$ cat src/rtl/cnn_pkg.sv
// Shared types and width helpers for the CNN frame sequencer slice.
package cnn_pkg;

    typedef enum logic [1:0] {
        IDLE,
        STREAM,
        WAIT
    } state_t;

    // Wide enough for any digit width; users slice the low BCD_BITS.
    localparam logic [63:0] DIGIT_TIMEOUT_CODE = '1;

    function automatic int frame_pixels(input int dim);
        return dim * dim;
    endfunction

    // Bits needed to count 0..n-1, never less than 1.
    function automatic int cnt_width(input int n);
        return (n <= 2) ? 1 : $clog2(n);
    endfunction

    function automatic int timer_width(input int timeout);
        return cnt_width(timeout + 1);
    endfunction

    function automatic int frame_bits(input int max_frames);
        return $clog2(max_frames + 1);
    endfunction

endpackage

$ cat src/rtl/cnn_frame_sequencer_if.sv
// Pixel, CNN and result signals of the frame sequencer.
// master = sequencer side, slave = pixel source / CNN / result consumer side.
interface cnn_frame_sequencer_if #(
    parameter int GS_BITS    = 8,
    parameter int BCD_BITS   = 4,
    parameter int FRAME_BITS = 11
);
    logic [GS_BITS-1:0]    s_pixel;
    logic                  s_valid;
    logic                  s_ready;
    logic [GS_BITS-1:0]    pixel_o;
    logic                  pixel_o_valid;
    logic [BCD_BITS-1:0]   digit_i;
    logic                  digit_i_valid;
    logic [BCD_BITS-1:0]   res_digit;
    logic [FRAME_BITS-1:0] res_index;
    logic                  res_valid;
    logic                  res_timeout;

    modport master (
        input  s_pixel, s_valid, digit_i, digit_i_valid,
        output s_ready, pixel_o, pixel_o_valid,
               res_digit, res_index, res_valid, res_timeout
    );

    modport slave (
        output s_pixel, s_valid, digit_i, digit_i_valid,
        input  s_ready, pixel_o, pixel_o_valid,
               res_digit, res_index, res_valid, res_timeout
    );
endinterface

$ cat src/rtl/mod_N_counter.sv
// Modulo-N up counter; done flags the terminal count N-1.
module mod_N_counter
    import cnn_pkg::*;
#(
    parameter int N = 16
) (
    input  logic clk,
    input  logic rst,
    input  logic clr,
    input  logic en,
    output logic done
);
    localparam int W = cnt_width(N);
    localparam logic [W-1:0] LAST = W'(N - 1);

    logic [W-1:0] count_q;

    assign done = (count_q == LAST);

    always_ff @(posedge clk) begin
        if (rst || clr) begin
            count_q <= '0;
        end else if (en) begin
            count_q <= done ? '0 : count_q + W'(1);
        end
    end
endmodule

$ cat src/rtl/cnn_frame_sequencer.sv
// Streams IMG_DIM x IMG_DIM frames into the CNN and reports one result per
// frame (CNN digit or timeout code) tagged with its frame index.
module cnn_frame_sequencer
    import cnn_pkg::*;
#(
    parameter int GS_BITS    = 8,
    parameter int BCD_BITS   = 4,
    parameter int IMG_DIM    = 30,
    parameter int MAX_FRAMES = 1024,
    parameter int TIMEOUT    = 4096,
    localparam int FRAME_BITS = frame_bits(MAX_FRAMES)
) (
    input  logic                  clk,
    input  logic                  rst,
    input  logic                  start,
    input  logic [FRAME_BITS-1:0] num_frames,
    cnn_frame_sequencer_if.master bus,
    output logic                  busy,
    output logic                  done,
    output logic                  spurious
);
    localparam int FRAME_PIXELS = frame_pixels(IMG_DIM);
    localparam int TIMER_W      = timer_width(TIMEOUT);
    localparam logic [TIMER_W-1:0] TIMER_LAST =
        (TIMEOUT == 0) ? '0 : TIMER_W'(TIMEOUT - 1);
    localparam bit TIMEOUT_EN = (TIMEOUT != 0);

    state_t                state_q, state_d;
    logic [FRAME_BITS-1:0] num_frames_q, frame_cnt_q;
    logic [TIMER_W-1:0]    timer_q;
    logic                  pix_last, last_frame, expire;
    logic                  accept, zero_start, xfer, finish, timed_out, spur_evt;

    logic [GS_BITS-1:0]    pixel_q;
    logic                  pixel_valid_q;
    logic [BCD_BITS-1:0]   res_digit_q;
    logic [FRAME_BITS-1:0] res_index_q;
    logic                  res_valid_q, res_timeout_q;
    logic                  done_q, spurious_q;

    mod_N_counter #(.N(FRAME_PIXELS)) u_pix_cnt (
        .clk  (clk),
        .rst  (rst),
        .clr  (accept),
        .en   (xfer),
        .done (pix_last)
    );

    assign last_frame = (frame_cnt_q == num_frames_q - FRAME_BITS'(1));
    assign expire     = TIMEOUT_EN && (timer_q == TIMER_LAST);
    assign spur_evt   = bus.digit_i_valid && (state_q != WAIT);

    always_ff @(posedge clk) begin
        if (rst) begin
            state_q <= IDLE;
        end else begin
            state_q <= state_d;
        end
    end

    // A digit and a timer expiry in the same WAIT cycle resolve to the digit.
    always_comb begin
        state_d    = state_q;
        accept     = 1'b0;
        zero_start = 1'b0;
        xfer       = 1'b0;
        finish     = 1'b0;
        timed_out  = 1'b0;
        case (state_q)
            IDLE: begin
                if (start) begin
                    if (num_frames != '0) begin
                        accept  = 1'b1;
                        state_d = STREAM;
                    end else begin
                        zero_start = 1'b1;
                    end
                end
            end
            STREAM: begin
                xfer = bus.s_valid;
                if (xfer && pix_last) state_d = WAIT;
            end
            WAIT: begin
                if (bus.digit_i_valid) begin
                    finish = 1'b1;
                end else if (expire) begin
                    finish    = 1'b1;
                    timed_out = 1'b1;
                end
                if (finish) state_d = last_frame ? IDLE : STREAM;
            end
            default: state_d = IDLE;
        endcase
    end

    always_ff @(posedge clk) begin
        if (rst) begin
            num_frames_q  <= '0;
            frame_cnt_q   <= '0;
            timer_q       <= '0;
            pixel_q       <= '0;
            pixel_valid_q <= 1'b0;
            res_digit_q   <= '0;
            res_index_q   <= '0;
            res_valid_q   <= 1'b0;
            res_timeout_q <= 1'b0;
            done_q        <= 1'b0;
            spurious_q    <= 1'b0;
        end else begin
            if (accept) begin
                num_frames_q <= num_frames;
                frame_cnt_q  <= '0;
            end else if (finish && !last_frame) begin
                frame_cnt_q <= frame_cnt_q + FRAME_BITS'(1);
            end

            if (xfer && pix_last) begin
                timer_q <= '0;
            end else if (TIMEOUT_EN && state_q == WAIT) begin
                timer_q <= timer_q + TIMER_W'(1);
            end

            pixel_valid_q <= xfer;
            if (xfer) pixel_q <= bus.s_pixel;

            res_valid_q <= finish;
            if (finish) begin
                res_digit_q   <= timed_out ? DIGIT_TIMEOUT_CODE[BCD_BITS-1:0] : bus.digit_i;
                res_timeout_q <= timed_out;
                res_index_q   <= frame_cnt_q;
            end

            done_q     <= zero_start || (finish && last_frame);
            spurious_q <= (accept ? 1'b0 : spurious_q) || spur_evt;
        end
    end

    assign bus.s_ready       = (state_q == STREAM);
    assign bus.pixel_o       = pixel_q;
    assign bus.pixel_o_valid = pixel_valid_q;
    assign bus.res_digit     = res_digit_q;
    assign bus.res_index     = res_index_q;
    assign bus.res_valid     = res_valid_q;
    assign bus.res_timeout   = res_timeout_q;
    assign busy              = (state_q != IDLE);
    assign done              = done_q;
    assign spurious          = spurious_q;
endmodule
$ cat src/flat_wrapper.sv
// flat-port wrapper written by rule: the top's interface ports become plain ports
module cnn_frame_sequencer_flat import cnn_pkg::*;
#(
    parameter int GS_BITS    = 8,
    parameter int BCD_BITS   = 4,
    parameter int IMG_DIM    = 30,
    parameter int MAX_FRAMES = 1024,
    parameter int TIMEOUT    = 4096,
    localparam int FRAME_BITS = frame_bits(MAX_FRAMES)
)
  (clk, rst, start, num_frames, busy, done, spurious, bus_s_pixel, bus_s_valid, bus_digit_i, bus_digit_i_valid, bus_s_ready, bus_pixel_o, bus_pixel_o_valid, bus_res_digit, bus_res_index, bus_res_valid, bus_res_timeout);
  cnn_frame_sequencer_if #(.GS_BITS(GS_BITS), .BCD_BITS(BCD_BITS)) bus_i ();
  input  logic clk;
  input  logic rst;
  input  logic start;
  input  logic [FRAME_BITS-1:0] num_frames;
  output logic busy;
  output logic done;
  output logic spurious;
  input wire logic [$bits(bus_i.s_pixel)-1:0] bus_s_pixel;
  input wire logic [$bits(bus_i.s_valid)-1:0] bus_s_valid;
  input wire logic [$bits(bus_i.digit_i)-1:0] bus_digit_i;
  input wire logic [$bits(bus_i.digit_i_valid)-1:0] bus_digit_i_valid;
  output wire logic [$bits(bus_i.s_ready)-1:0] bus_s_ready;
  output wire logic [$bits(bus_i.pixel_o)-1:0] bus_pixel_o;
  output wire logic [$bits(bus_i.pixel_o_valid)-1:0] bus_pixel_o_valid;
  output wire logic [$bits(bus_i.res_digit)-1:0] bus_res_digit;
  output wire logic [$bits(bus_i.res_index)-1:0] bus_res_index;
  output wire logic [$bits(bus_i.res_valid)-1:0] bus_res_valid;
  output wire logic [$bits(bus_i.res_timeout)-1:0] bus_res_timeout;
  assign bus_i.s_pixel = bus_s_pixel;
  assign bus_i.s_valid = bus_s_valid;
  assign bus_i.digit_i = bus_digit_i;
  assign bus_i.digit_i_valid = bus_digit_i_valid;
  assign bus_s_ready = bus_i.s_ready;
  assign bus_pixel_o = bus_i.pixel_o;
  assign bus_pixel_o_valid = bus_i.pixel_o_valid;
  assign bus_res_digit = bus_i.res_digit;
  assign bus_res_index = bus_i.res_index;
  assign bus_res_valid = bus_i.res_valid;
  assign bus_res_timeout = bus_i.res_timeout;
  cnn_frame_sequencer #(.GS_BITS(GS_BITS), .BCD_BITS(BCD_BITS), .IMG_DIM(IMG_DIM), .MAX_FRAMES(MAX_FRAMES), .TIMEOUT(TIMEOUT)) u_core (.clk(clk), .rst(rst), .start(start), .num_frames(num_frames), .bus(bus_i), .busy(busy), .done(done), .spurious(spurious));
endmodule
$ cat config.mk
export PLATFORM = sky130hd
export DESIGN_NAME = cnn_frame_sequencer_flat
export DESIGN_NICKNAME = d
export VERILOG_FILES = /design/src/rtl/cnn_pkg.sv /design/src/rtl/cnn_frame_sequencer_if.sv /design/src/rtl/mod_N_counter.sv /design/src/rtl/cnn_frame_sequencer.sv /design/src/flat_wrapper.sv
export SDC_FILE = /design/constraint.sdc
export NUM_CORES = 1
export LEC_CHECK = 0
export ABC_AREA = 0
export CELL_PAD_IN_SITES_DETAIL_PLACEMENT = 0
export CELL_PAD_IN_SITES_GLOBAL_PLACEMENT = 2
export CORE_ASPECT_RATIO = 1.1
export CORE_MARGIN = 8
export CORE_UTILIZATION = 33
export DETAILED_ROUTE_END_ITERATION = 8
export MAX_ROUTING_LAYER = met4
export PLACE_DENSITY_LB_ADDON = 0.1
export SKIP_CTS_REPAIR_TIMING = 1
export SYNTH_ARGS = -nofsm -noshare
export SYNTH_HDL_FRONTEND = slang
export SYNTH_SLANG_ARGS = --single-unit
$ cat constraint.sdc
create_clock -name clk -period 6.2 [get_ports clk]
set_clock_uncertainty 0.05 [all_clocks]
set_input_delay 1.86 -clock clk [delete_from_list [all_inputs] [get_ports clk]]
set_output_delay 1.86 -clock clk [all_outputs]
set_load 0.1 [all_outputs]
==> Yosys cells after proc, flatten, opt, wreduce, memory -nomap -nowiden <==
Index checks and enable logic that the tools add are counted.
{ "totals": {"ff_bits": 75, "wordCells": 64, "inputBits": 28} }
{ "op_classes": {"reduce_logical": 15, "eq_ne": 10, "mux": 22, "addsub": 4} }
{ "op_table": {"columns": ["op", "n"], "rows": [
  ["1-bit 2-to-1 mux", 15],
  ["13-bit by 1-bit adder with 13-bit output, second input constant", 1],
  ["13-bit by 12-bit equality test with 1-bit output, second input constant", 1],
  ["11-bit by 1-bit adder with 11-bit output, second input constant", 1],
  ["11-bit equality test", 1],
  ["11-bit nonzero test", 1],
  ["11-bit by 1-bit subtractor with 11-bit output, second input constant", 1],
  ["10-bit by 1-bit adder with 10-bit output, second input constant", 1],
  ["10-bit equality test, second input constant", 1],
  ["10-bit 2-to-1 mux", 1],
  ["2-bit 2-to-1 mux", 4],
  ["2-bit by 1-bit != test with 1-bit output, second input constant", 3],
  ["2-bit one-hot mux with 3 select lines", 1],
  ["1-bit logical AND", 5],
  ["4-bit 2-to-1 mux", 1],
  ["2-bit != test, second input constant", 2],
  ["4-bit AND reduction", 1],
  ["2-bit OR reduction", 2],
  ["1-bit logical OR", 3],
  ["2-bit by 1-bit equality test with 1-bit output, second input constant", 1],
  ["2-bit equality test, second input constant", 1],
  ["2-bit logical NOT", 1],
  ["2-bit nonzero test", 1],
  ["1-bit logical NOT", 1]
]} }

==> Logic depth before layout (Yosys ltp) <==
Gate-level depths: netlist (run 1).
{ "depth": {"word_depth": 7, "ltp_mapped": 10, "depth_no_buf": 9} }

==> Hierarchy <==
Synthesis (run 1) repeated with hierarchy kept, for this count alone.
{ "hier_totals": {"cells_unflattened": 420, "area_unflattened_um2": 3523.4} }
{ "modules_own_cells": {"columns": ["module", "cells_each", "area_each_um2", "n_inst"], "rows": [
  ["cnn_frame_sequencer", 367, 3016.6, 1],
  ["mod_N_counter", 53, 506.7, 1]
]} }

==> Least setup slack after synthesis (run 1) <==
No wires, ideal clock.
{ "synth_path": {"kind": "register to output", "startpoint": "register u_core.state_q[0]", "endpoint": "output bus_s_ready", "t_arrival_ns": 1.753, "slack_ns": 2.537, "required_time_ns": 4.290, "path_stages_with_launch": 2, "path_buffers": 0, "path_cell_list": "dfxtp_1 -> nor2b_1"} }
{ "synth_via": {"elab_chain_len": 1} }
{ "synth_rtl": {"columns": ["element", "line", "source"], "rows": [
  ["start, declared", "cnn_frame_sequencer.sv:28", "state_t state_q, state_d;"],
  ["start signal, assigned", "cnn_frame_sequencer.sv:57", "state_q <= state_d;"],
  ["2-bit by 1-bit equality test with 1-bit output", "cnn_frame_sequencer.sv:139", "assign bus.s_ready = (state_q == STREAM);"],
  ["end, declared", "flat_wrapper.sv:24", "output wire logic [$bits(bus_i.s_ready)-1:0] bus_s_ready;"]
]} }
No other way between the ends.

==> Final worst setup path (run 1) <==
{ "layout_path": {"startpoint": "register u_core.state_q[1]", "endpoint": "output busy"} }
{ "layout_via": {"elab_chain_len": 1} }
{ "layout_rtl": {"columns": ["element", "line", "source"], "rows": [
  ["2-bit nonzero test", "cnn_frame_sequencer.sv:146", "assign busy = (state_q != IDLE);"],
  ["end, declared", "flat_wrapper.sv:17", "output logic busy;"]
]} }
No other way between the ends.

==> results of run 1 <==
kinds of logic after synthesis:
group / share of synthesized area [%]
XOR/XNOR: 8.94
AO/OA/AOI/OAI: 10.4
AND/OR/NAND/NOR: 28.1
adder cells (fa/ha/maj): 1.50
buffers and inverters: 2.70
flip-flops: 45.1
multiplexers: 3.30
power groups by stage:
stage               combinational [µW]  clock [µW]  sequential, µW
floorplan                         59.9           0             527
global placement                   117           0             509
detailed placement                 117           0             509
CTS                                118         380             498
global route                       126         401             499
finish                             116         365             498
worst min-delay path by stage:
stage | startpoint | to | slack, ns | cells after the start
6_report | u_core.bus.pixel_o[2] | u_core.bus.pixel_o[2] | 0.40 | 2
3_3_place_gp | u_core.bus.pixel_o[4] | u_core.bus.pixel_o[4] | 0.39 | 2
4_1_cts | u_core.bus.pixel_o[2] | u_core.bus.pixel_o[2] | 0.41 | 2
5_1_grt | u_core.bus.res_index[7] | u_core.bus.res_index[7] | 0.43 | 2
3_5_place_dp | u_core.bus.pixel_o[2] | u_core.bus.pixel_o[2] | 0.40 | 2
2_1_floorplan | u_core.timer_q[1] | u_core.timer_q[1] | 0.40 | 2
cell type report:
class                   instances  area [µm²]
repair buffers                 60         593
well taps                     120         150
fillers                      1038        5660
inverters                       4        15.0
flip-flops and latches         75        1500
clock inverters                 5        53.8
multi-input cells             303        1740
clock buffers                  11         131
cell usage after synthesis (8+ instances only):
master                      n  area share, %
sky130_fd_sc_hd__nand3_1    8            1.2
sky130_fd_sc_hd__nand4_1   12            2.3
sky130_fd_sc_hd__nor2_1    62            7.0
sky130_fd_sc_hd__clkbuf_1  12            1.4
sky130_fd_sc_hd__nor3_1     8            1.2
sky130_fd_sc_hd__xor2_1    21            5.5
sky130_fd_sc_hd__xnor2_1   13            3.4
sky130_fd_sc_hd__nand2_1   62            7.0
sky130_fd_sc_hd__a21oi_1   34            5.1
sky130_fd_sc_hd__or3_1      8            1.5
sky130_fd_sc_hd__mux2i_1   11            3.3
sky130_fd_sc_hd__dfxtp_1   75             45
flip-flops by register name, indices dropped and copies added (netlist names):
register	cells
u_core.bus.res_timeout	1
u_core.frame_cnt_q	11
u_core.num_frames_q	11
u_core.timer_q	13
u_core.bus.res_valid	1
u_core.u_pix_cnt.count_q	10
u_core.bus.pixel_o	8
u_core.bus.pixel_o_valid	1
u_core.state_q	2
u_core.spurious	1
u_core.bus.res_digit	4
u_core.bus.res_index	11
u_core.done	1
tightest hold or removal path: cells and delay by family (launching register included):
kind / cells / cell delay (ns)
flip-flops: 1 / 0.31
AND/OR/NAND/NOR: 1 / 0.05
AO/OA/AOI/OAI: 1 / 0.05
through the flow:
stage	cell area, µm²	setup WS [ns]
2_1_floorplan	3330	2.54
3_3_place_gp	4000	1.88
3_5_place_dp	4000	1.87
4_1_cts	4190	2.13
5_1_grt	4190	2.03
6_report	4190	2.16
metal layers:
layer	global-route usage [%]	wire length [µm]
met4	7.36	179
met1	15.4	3930
met5	-	0
met2	21.6	4050
met3	2.29	287
==> impl_metrics.ini, run 1 <==
[synthesis]
synth_seq_cells = 75
synth_nets = 431
synth_cells = 399
ys.flop_type = sky130_fd_sc_hd__dfxtp_1
number_of_flops_mapped_to_enable_cells_by_yosys = 0
synth-warning-count = 0
synthArstFlopShare_pct = 0
yosys.cell_types.count = 43
synth.avg_cell_area_um2 = 8.35
mappedNetlistArea_um2 = 3330
ys_seq_area_share_pct = 45.1

[power_and_ir_drop]
p_clk_share_pct = 37.3
total_power_of_the_final_layout_uw = 979
proportion_of_total_power_due_to_net_switching_pct = 26.5
cellLeakagePower_uw = 0.00150
comb_power_share_pct = 11.9
power.share.sequential_pct = 50.8
netSwitchingPower_uw = 259
pwr_density_cell_nw_per_um2 = 234
ir_worst_vdd_mv = 0.0825
internal_power_uw = 720

[clock_tree]
cts_tree = yes
clkSinkCount = 75
htree_num_levels = 3
path_clk_slew_ns = 0.07
clkLatencyLatePin_ns = 0.36
cts_made_buffers = 9
cts.path.max_buffers = 2
cts_root_buf = sky130_fd_sc_hd__clkbuf_8

[sta]
grt_setup_unrepaired = no
hold_slack_ns = 0.404
period_minus_slack_ns = 4.04
finalMaxSlewViolations = 0
setup_viol_count_final = 0
timing_hold_violations_final = 0
max_slew_headroom_at_the_worst_pin_pct = 32.3
min_period_over_period_pct = 65.1
worst-slew-pin-transition_ns = 1.01
achievable-frequency_ghz = 0.248
setup_total_negative_slack_ns = 0

[grt]
grt_antenna_before_repair = 0
grt_pass1_wl_um = 13900
grt_start_max_net_pins = 25
grt.total_usage_pct = 13.3
sum_of_overflow_across_all_layers_after_global_routing = 0
grt_pass1_vias = 2743

[worst_setup_path]
worstSetupPathType = flip-flop to output port
critical_path.max_stage_delay_ns = 1.13
end_kind = output port
critical-path-slowest-cell = sky130_fd_sc_hd__clkdlybuf4s50_1
crit_buf_inv = 2
timing.critical_path.fanout_max = 7
reg2reg_from = u_core.num_frames_q[0]
required_ns = 4.29
cp.depth = 3
r2r_setup_slack_ns = 3.72
timing.reg2reg.worst_path_depth = 9
rr_endpoint = u_core.frame_cnt_q[1]
source_of_the_critical_timing_path = u_core.state_q[1]
worst_setup_path_start_kind = flip-flop
worst_setup_path_endpoint = busy
crit_chain = nor2_1, inv_1, clkdlybuf4s50_1
worst_path_dominant_cell_family = buffers and inverters
critPathArrivalTime_ns = 2.13

[drt]
routed_vias = 2822
drt_wl_total_um = 8450
drt.antenna.violating_nets = 0
vias_per_cell = 4.88
drc_errors = 0
drt_first_pass_iters = 4
routed_wire_length_per_instance_um = 14.6
drtIter0Drc = 105

[cells_and_area]
antenna_cell_count = 0
instances_no_fill = 578
commonest_non_fill_non_tap_cells_in_the_layout = sky130_fd_sc_hd__dfxtp_1 (75), sky130_fd_sc_hd__nor2_1 (62), sky130_fd_sc_hd__nand2_1 (62), sky130_fd_sc_hd__clkdlybuf4s50_1 (57), sky130_fd_sc_hd__a21oi_1 (34)
area_delta_synth_final_pct = 25.6
layout.core_utilization_pct = 42.5
layout_commonest_cell = sky130_fd_sc_hd__dfxtp_1
drive_above_1_share_pct = 5.90
final_nets = 485

[die]
die-area_um2 = 13600
dieHeight_um = 121
coreArea_um2 = 9840
chipWidth_um = 112
rows = 38
initial_utilization_pct = 33.9
boundaryPins = 58

[flow_run]
max_cap_viol_count = 0

[placed_design]
place.detailed.instances = 562
routabilityCongestion = 0.788
io_buffer_count = 57
dp_hpwl_um = 6210

[hold_path]
min_path_type = flip-flop to flip-flop

[outcome]
outcome = completed
Power figures use the tool's default switching activity.
==> inputs of run 2 (changes only) <==
--- a/config.mk
+++ b/config.mk
@@ -10,7 +10,7 @@
 export CELL_PAD_IN_SITES_GLOBAL_PLACEMENT = 2
 export CORE_ASPECT_RATIO = 1.1
 export CORE_MARGIN = 8
-export CORE_UTILIZATION = 33
+export CORE_UTILIZATION = 28
 export DETAILED_ROUTE_END_ITERATION = 8
 export MAX_ROUTING_LAYER = met4
 export PLACE_DENSITY_LB_ADDON = 0.1
==> constraint.sdc (replaced) <==
create_clock -name clk -period 3.4 [get_ports clk]
set_clock_uncertainty 0.05 [all_clocks]
set_input_delay 1.02 -clock clk [delete_from_list [all_inputs] [get_ports clk]]
set_output_delay 1.02 -clock clk [all_outputs]
set_load 0.1 [all_outputs]
==> impl_metrics.ini, run 2 (synthesis results as in run 1) <==
[die]
chipWidth_um = 120
coreArea_um2 = 11800
die-area_um2 = 15700
boundaryPins = 58
rows = 42
initial_utilization_pct = 28.2
dieHeight_um = 130

[clock_tree]
cts_tree = yes
clkLatencyLatePin_ns = 0.33
cts_root_buf = sky130_fd_sc_hd__clkbuf_16
cts.path.max_buffers = 2
path_clk_slew_ns = 0.06
clkSinkCount = 75
htree_num_levels = 3
cts_made_buffers = 9

[grt]
global_route.usage.met3_pct = 3.18
grt.total_usage_pct = 12.3
grt_pass1_vias = 2709
global_route.usage.met2_pct = 19.7
grt_start_max_net_pins = 23
grt_antenna_before_repair = 0
grt_util_met1_pct = 14.7
grt_pass1_wl_um = 14700
gr-max-usage-layer = met2
sum_of_overflow_across_all_layers_after_global_routing = 0

[worst_setup_path]
critical-path-slowest-cell = sky130_fd_sc_hd__or4_1
worst_setup_path_start_kind = input pin
end_kind = flip-flop
critPathArrivalTime_ns = 3.10
timing.critical_path.fanout_max = 8
worstSetupPathType = input pin to flip-flop
required_ns = 3.62
critical_path.max_stage_delay_ns = 0.51
crit_chain = clkdlybuf4s50_1, nor4_1, nand3_1, nor2b_1, or2_2, or4_1, nand2_1

[power_and_ir_drop]
ir_worst_vdd_mv = 0.198
total_power_of_the_final_layout_uw = 2100
pwr_density_cell_nw_per_um2 = 487
cellLeakagePower_uw = 0.00163

[sta]
timing_hold_violations_final = 0
hold_slack_ns = 0.403
finalMaxSlewViolations = 0
min_period_over_period_pct = 84.6
period_minus_slack_ns = 2.88
achievable-frequency_ghz = 0.348
setup_viol_count_final = 0
worst-slew-pin-transition_ns = 0.708
setup_total_negative_slack_ns = 0
timing.final.ws_setup_ns = 0.523
max_slew_headroom_at_the_worst_pin_pct = 52.7
grt_setup_unrepaired = no

[drt]
routed_wire_length_per_instance_um = 14.8
drt_first_pass_iters = 4
vias_per_cell = 4.70
routed_vias = 2897
drc_errors = 0
drt.antenna.violating_nets = 0
drtIter0Drc = 136
drt_wl_total_um = 9090

[cells_and_area]
antenna_cell_count = 0
drive_above_1_share_pct = 13.6
register_area_um2 = 1500
largest_reg_flops = 13
multiInputGateArea_um2 = 1740
commonest_non_fill_non_tap_cells_in_the_layout = sky130_fd_sc_hd__dfxtp_1 (75), sky130_fd_sc_hd__nor2_1 (62), sky130_fd_sc_hd__nand2_1 (62), sky130_fd_sc_hd__buf_4 (37), sky130_fd_sc_hd__a21oi_1 (34)
final_nets = 489
num-fill-cells = 1260
top_register = u_core.timer_q
layout_commonest_cell = sky130_fd_sc_hd__dfxtp_1
area_delta_synth_final_pct = 29.1
summed_area_of_non_filler_cells_in_the_final_layout_um2 = 4300

[placed_design]
place_worst_setup_slack_ns = 0.165
placed_standard_cell_area_um2 = 4000
routabilityCongestion = 0.761
io_buffer_count = 57
dp_hpwl_um = 6660

[hold_path]
min_path_type = flip-flop to flip-flop

[flow_run]
max_cap_viol_count = 0

[outcome]
outcome = completed
==> run 2: cell count changes in the layout (fill, tap and decap cells not counted), moves of 2 or more <==
cell,previous run,this run
sky130_fd_sc_hd__clkbuf_16,0,9
sky130_fd_sc_hd__clkdlybuf4s50_1,57,27
sky130_fd_sc_hd__clkbuf_1,2,0
sky130_fd_sc_hd__clkbuf_8,9,1
sky130_fd_sc_hd__buf_4,3,37
==> run 2: cell type report <==
cell class	instances	share of cell area (%)
well taps	154	4.48
clock inverters	6	1.51
multi-input cells	303	40.5
repair buffers	64	12.7
flip-flops and latches	75	34.9
inverters	4	0.349
clock buffers	10	5.56
==> run 2: worst max-delay path, delay by kind of cell <==
family                 cells  cell delay (ns)
and+or+nand+nor            6             1.63
buffers and inverters      1             0.46
==> run 2: final timing paths <==
check                               start                       to  slack [ns]  cells after the start
setup reg to reg   u_core.num_frames_q[0]    u_core.frame_cnt_q[1]        0.92                      9
hold reg to reg   u_core.bus.res_index[9]  u_core.bus.res_index[9]        0.40                      2
setup / recovery            num_frames[4]    u_core.frame_cnt_q[6]        0.52                      7
hold / removal    u_core.bus.res_index[9]  u_core.bus.res_index[9]        0.40                      2
==> run 2: per-stage QoR <==
stage | instances | util, %
2_1_floorplan | 399 | -
3_3_place_gp | 600 | 33.8
3_5_place_dp | 600 | 33.8
4_1_cts | 616 | 36.4
5_1_grt | 616 | 36.4
6_report | 616 | 36.4
==> run 2: power breakdown <==
group	internal [µW]	switching [µW]	total, µW
registers	893	16.5	910
clock network	588	384	973
logic	83.3	130	213
total	1560	531	2100
==> run 2: layer usage <==
metal  wire length (µm)  share of wire, %
met5                  0                 0
met4                121               1.3
met3                312               3.4
met2               4400                48
met1               4260                47
==> inputs of run 3 (changes only) <==
--- a/config.mk
+++ b/config.mk
@@ -10,7 +10,7 @@
 export CELL_PAD_IN_SITES_GLOBAL_PLACEMENT = 2
 export CORE_ASPECT_RATIO = 1.1
 export CORE_MARGIN = 8
-export CORE_UTILIZATION = 28
+export CORE_UTILIZATION = 31
 export DETAILED_ROUTE_END_ITERATION = 8
 export MAX_ROUTING_LAYER = met4
 export PLACE_DENSITY_LB_ADDON = 0.1
==> constraint.sdc (replaced) <==
create_clock -name clk -period 2.66 [get_ports clk]
set_clock_uncertainty 0.05 [all_clocks]
set_input_delay 0.798 -clock clk [delete_from_list [all_inputs] [get_ports clk]]
set_output_delay 0.798 -clock clk [all_outputs]
set_load 0.1 [all_outputs]
==> impl_metrics.ini, run 3 (synthesis results as in run 1) <==
[placed_design]
routabilityCongestion = 0.755
place_worst_setup_slack_ns = -0.298
io_buffer_count = 57
dp_hpwl_um = 6720
placed_standard_cell_area_um2 = 4160

[worst_setup_path]
crit_chain = clkdlybuf4s50_1, nor4_2, nand3_1, nor2b_1, or2_2, or4_1, nand2_1
worst_setup_path_start_kind = input pin
critPathArrivalTime_ns = 2.74
required_ns = 2.88
reg2reg_from = u_core.num_frames_q[1]
critical-path-slowest-cell = sky130_fd_sc_hd__or4_1
end_kind = flip-flop
crit_buf_inv = 1
cp.depth = 7
worstSetupPathType = input pin to flip-flop
critical_path.max_stage_delay_ns = 0.51
timing.reg2reg.worst_path_depth = 10
worst_path_dominant_cell_family = simple AND/OR/NAND/NOR gates
timing.critical_path.fanout_max = 4
rr_endpoint = u_core.frame_cnt_q[6]
r2r_setup_slack_ns = 0.20

[clock_tree]
path_clk_slew_ns = 0.06
cts_tree = yes
clkSinkCount = 75
clkLatencyLatePin_ns = 0.33
cts.path.max_buffers = 2
cts_root_buf = sky130_fd_sc_hd__clkbuf_16
cts_made_buffers = 9
htree_num_levels = 3

[drt]
routed_vias = 2926
drtIter0Drc = 95
drc_errors = 0
drt_first_pass_iters = 4
drt.antenna.violating_nets = 0
drt_wl_total_um = 8820
vias_per_cell = 4.65
routed_wire_length_per_instance_um = 14.0

[sta]
hold_slack_ns = 0.404
timing.final.ws_setup_ns = 0.140
min_period_over_period_pct = 94.7
achievable-frequency_ghz = 0.397
finalMaxSlewViolations = 0
grt_setup_unrepaired = yes
period_minus_slack_ns = 2.52
setup_viol_count_final = 0
max_slew_headroom_at_the_worst_pin_pct = 67.7
worst-slew-pin-transition_ns = 0.480
timing_hold_violations_final = 0

[die]
chipWidth_um = 115
rows = 39
coreArea_um2 = 10400
die-area_um2 = 14300
dieHeight_um = 125
initial_utilization_pct = 31.9
boundaryPins = 58

[cells_and_area]
area_delta_synth_final_pct = 36.3
drive_above_1_share_pct = 18.3
top_register = u_core.timer_q
layout_commonest_cell = sky130_fd_sc_hd__dfxtp_1
layout.core_utilization_pct = 43.5
final_nets = 513
commonest_non_fill_non_tap_cells_in_the_layout = sky130_fd_sc_hd__dfxtp_1 (75), sky130_fd_sc_hd__nor2_1 (62), sky130_fd_sc_hd__nand2_1 (62), sky130_fd_sc_hd__buf_4 (59), sky130_fd_sc_hd__a21oi_1 (34)
summed_area_of_non_filler_cells_in_the_final_layout_um2 = 4540
antenna_cell_count = 0
largest_reg_flops = 13

[grt]
grt_start_max_net_pins = 26
sum_of_overflow_across_all_layers_after_global_routing = 0
grt_antenna_before_repair = 0
grt_pass1_wl_um = 14900
grt_pass1_vias = 2937
grt.total_usage_pct = 13.3

[hold_path]
holdPathEnd = u_core.bus.res_index[6]
hp-start = u_core.bus.res_index[6]
min_path_type = flip-flop to flip-flop
hold_path_depth = 2

[power_and_ir_drop]
cellLeakagePower_uw = 0.00178
ir_worst_vdd_mv = 0.250
pwr_density_cell_nw_per_um2 = 625

[flow_run]
max_cap_viol_count = 0

[outcome]
outcome = completed
## run 3: cell types whose count changed in the layout (fill, tap and decap cells not counted), sizes merged
cell,previous run,this run
clkinv,4,3
clkbuf,10,9
clkinvlp,1,0
buf,37,61
inv,4,5
bufinv,1,3
## run 3: worst max-delay path by stage
stage	startpoint	to
detailed placement	num_frames[10]	u_core.frame_cnt_q[6]
global placement	num_frames[10]	u_core.frame_cnt_q[4]
floorplan	u_core.state_q[0]	bus_s_ready
finish	num_frames[3]	u_core.frame_cnt_q[6]
global route	num_frames[9]	u_core.frame_cnt_q[6]
CTS	num_frames[10]	u_core.frame_cnt_q[6]
## run 3: per-stage QoR
stage | std cells | power, µW | setup TNS [ns]
global route | 629 | 2960 | 0
detailed placement | 611 | 1480 | -2.68
floorplan | 399 | 1370 | 0
global placement | 611 | 1480 | -1.71
CTS | 627 | 2880 | 0
finish | 629 | 2840 | 0
## run 3: worst reg2reg max path, cell delays in order (launching register included)
cell and delay, ns:
sky130_fd_sc_hd__dfxtp_1 0.34, sky130_fd_sc_hd__inv_1 0.07, sky130_fd_sc_hd__ha_1 0.25, sky130_fd_sc_hd__nor4b_1 0.44, sky130_fd_sc_hd__nand4b_1 0.18, sky130_fd_sc_hd__xnor2_1 0.15
sky130_fd_sc_hd__nand2_1 0.14, sky130_fd_sc_hd__o21ai_4 0.08, sky130_fd_sc_hd__buf_12 0.16, sky130_fd_sc_hd__or4_1 0.47, sky130_fd_sc_hd__nand2_1 0.08
## run 3: power by group
| part | internal [µW] | switching (µW) |
|---|---|---|
| Clock | 914 | 467 |
| Combinational | 123 | 171 |
| Sequential | 1140 | 19.1 |
## run 3: final cells by class
| type | count | area, µm² |
|---|---|---|
| Clock buffer | 9 | 225 |
| Clock inverter | 7 | 114 |
| Fill cell | 1105 | 5900 |
| Inverter | 4 | 15.0 |
| Multi-Input combinational cell | 303 | 1750 |
| Sequential cell | 75 | 1500 |
| Tap cell | 143 | 179 |
| Timing Repair Buffer | 88 | 753 |
## run 3: metal layers
| metal | part of all wire (%) | track usage [%] | vias to the layer above |
|---|---|---|---|
| li1 | - | - | 1535 |
| met1 | 47 | 15.8 | 1346 |
| met2 | 49 | 21.1 | 37 |
| met3 | 3.4 | 3.15 | 8 |
| met4 | 1.1 | 4.88 | 0 |
| met5 | 0 | - | - |
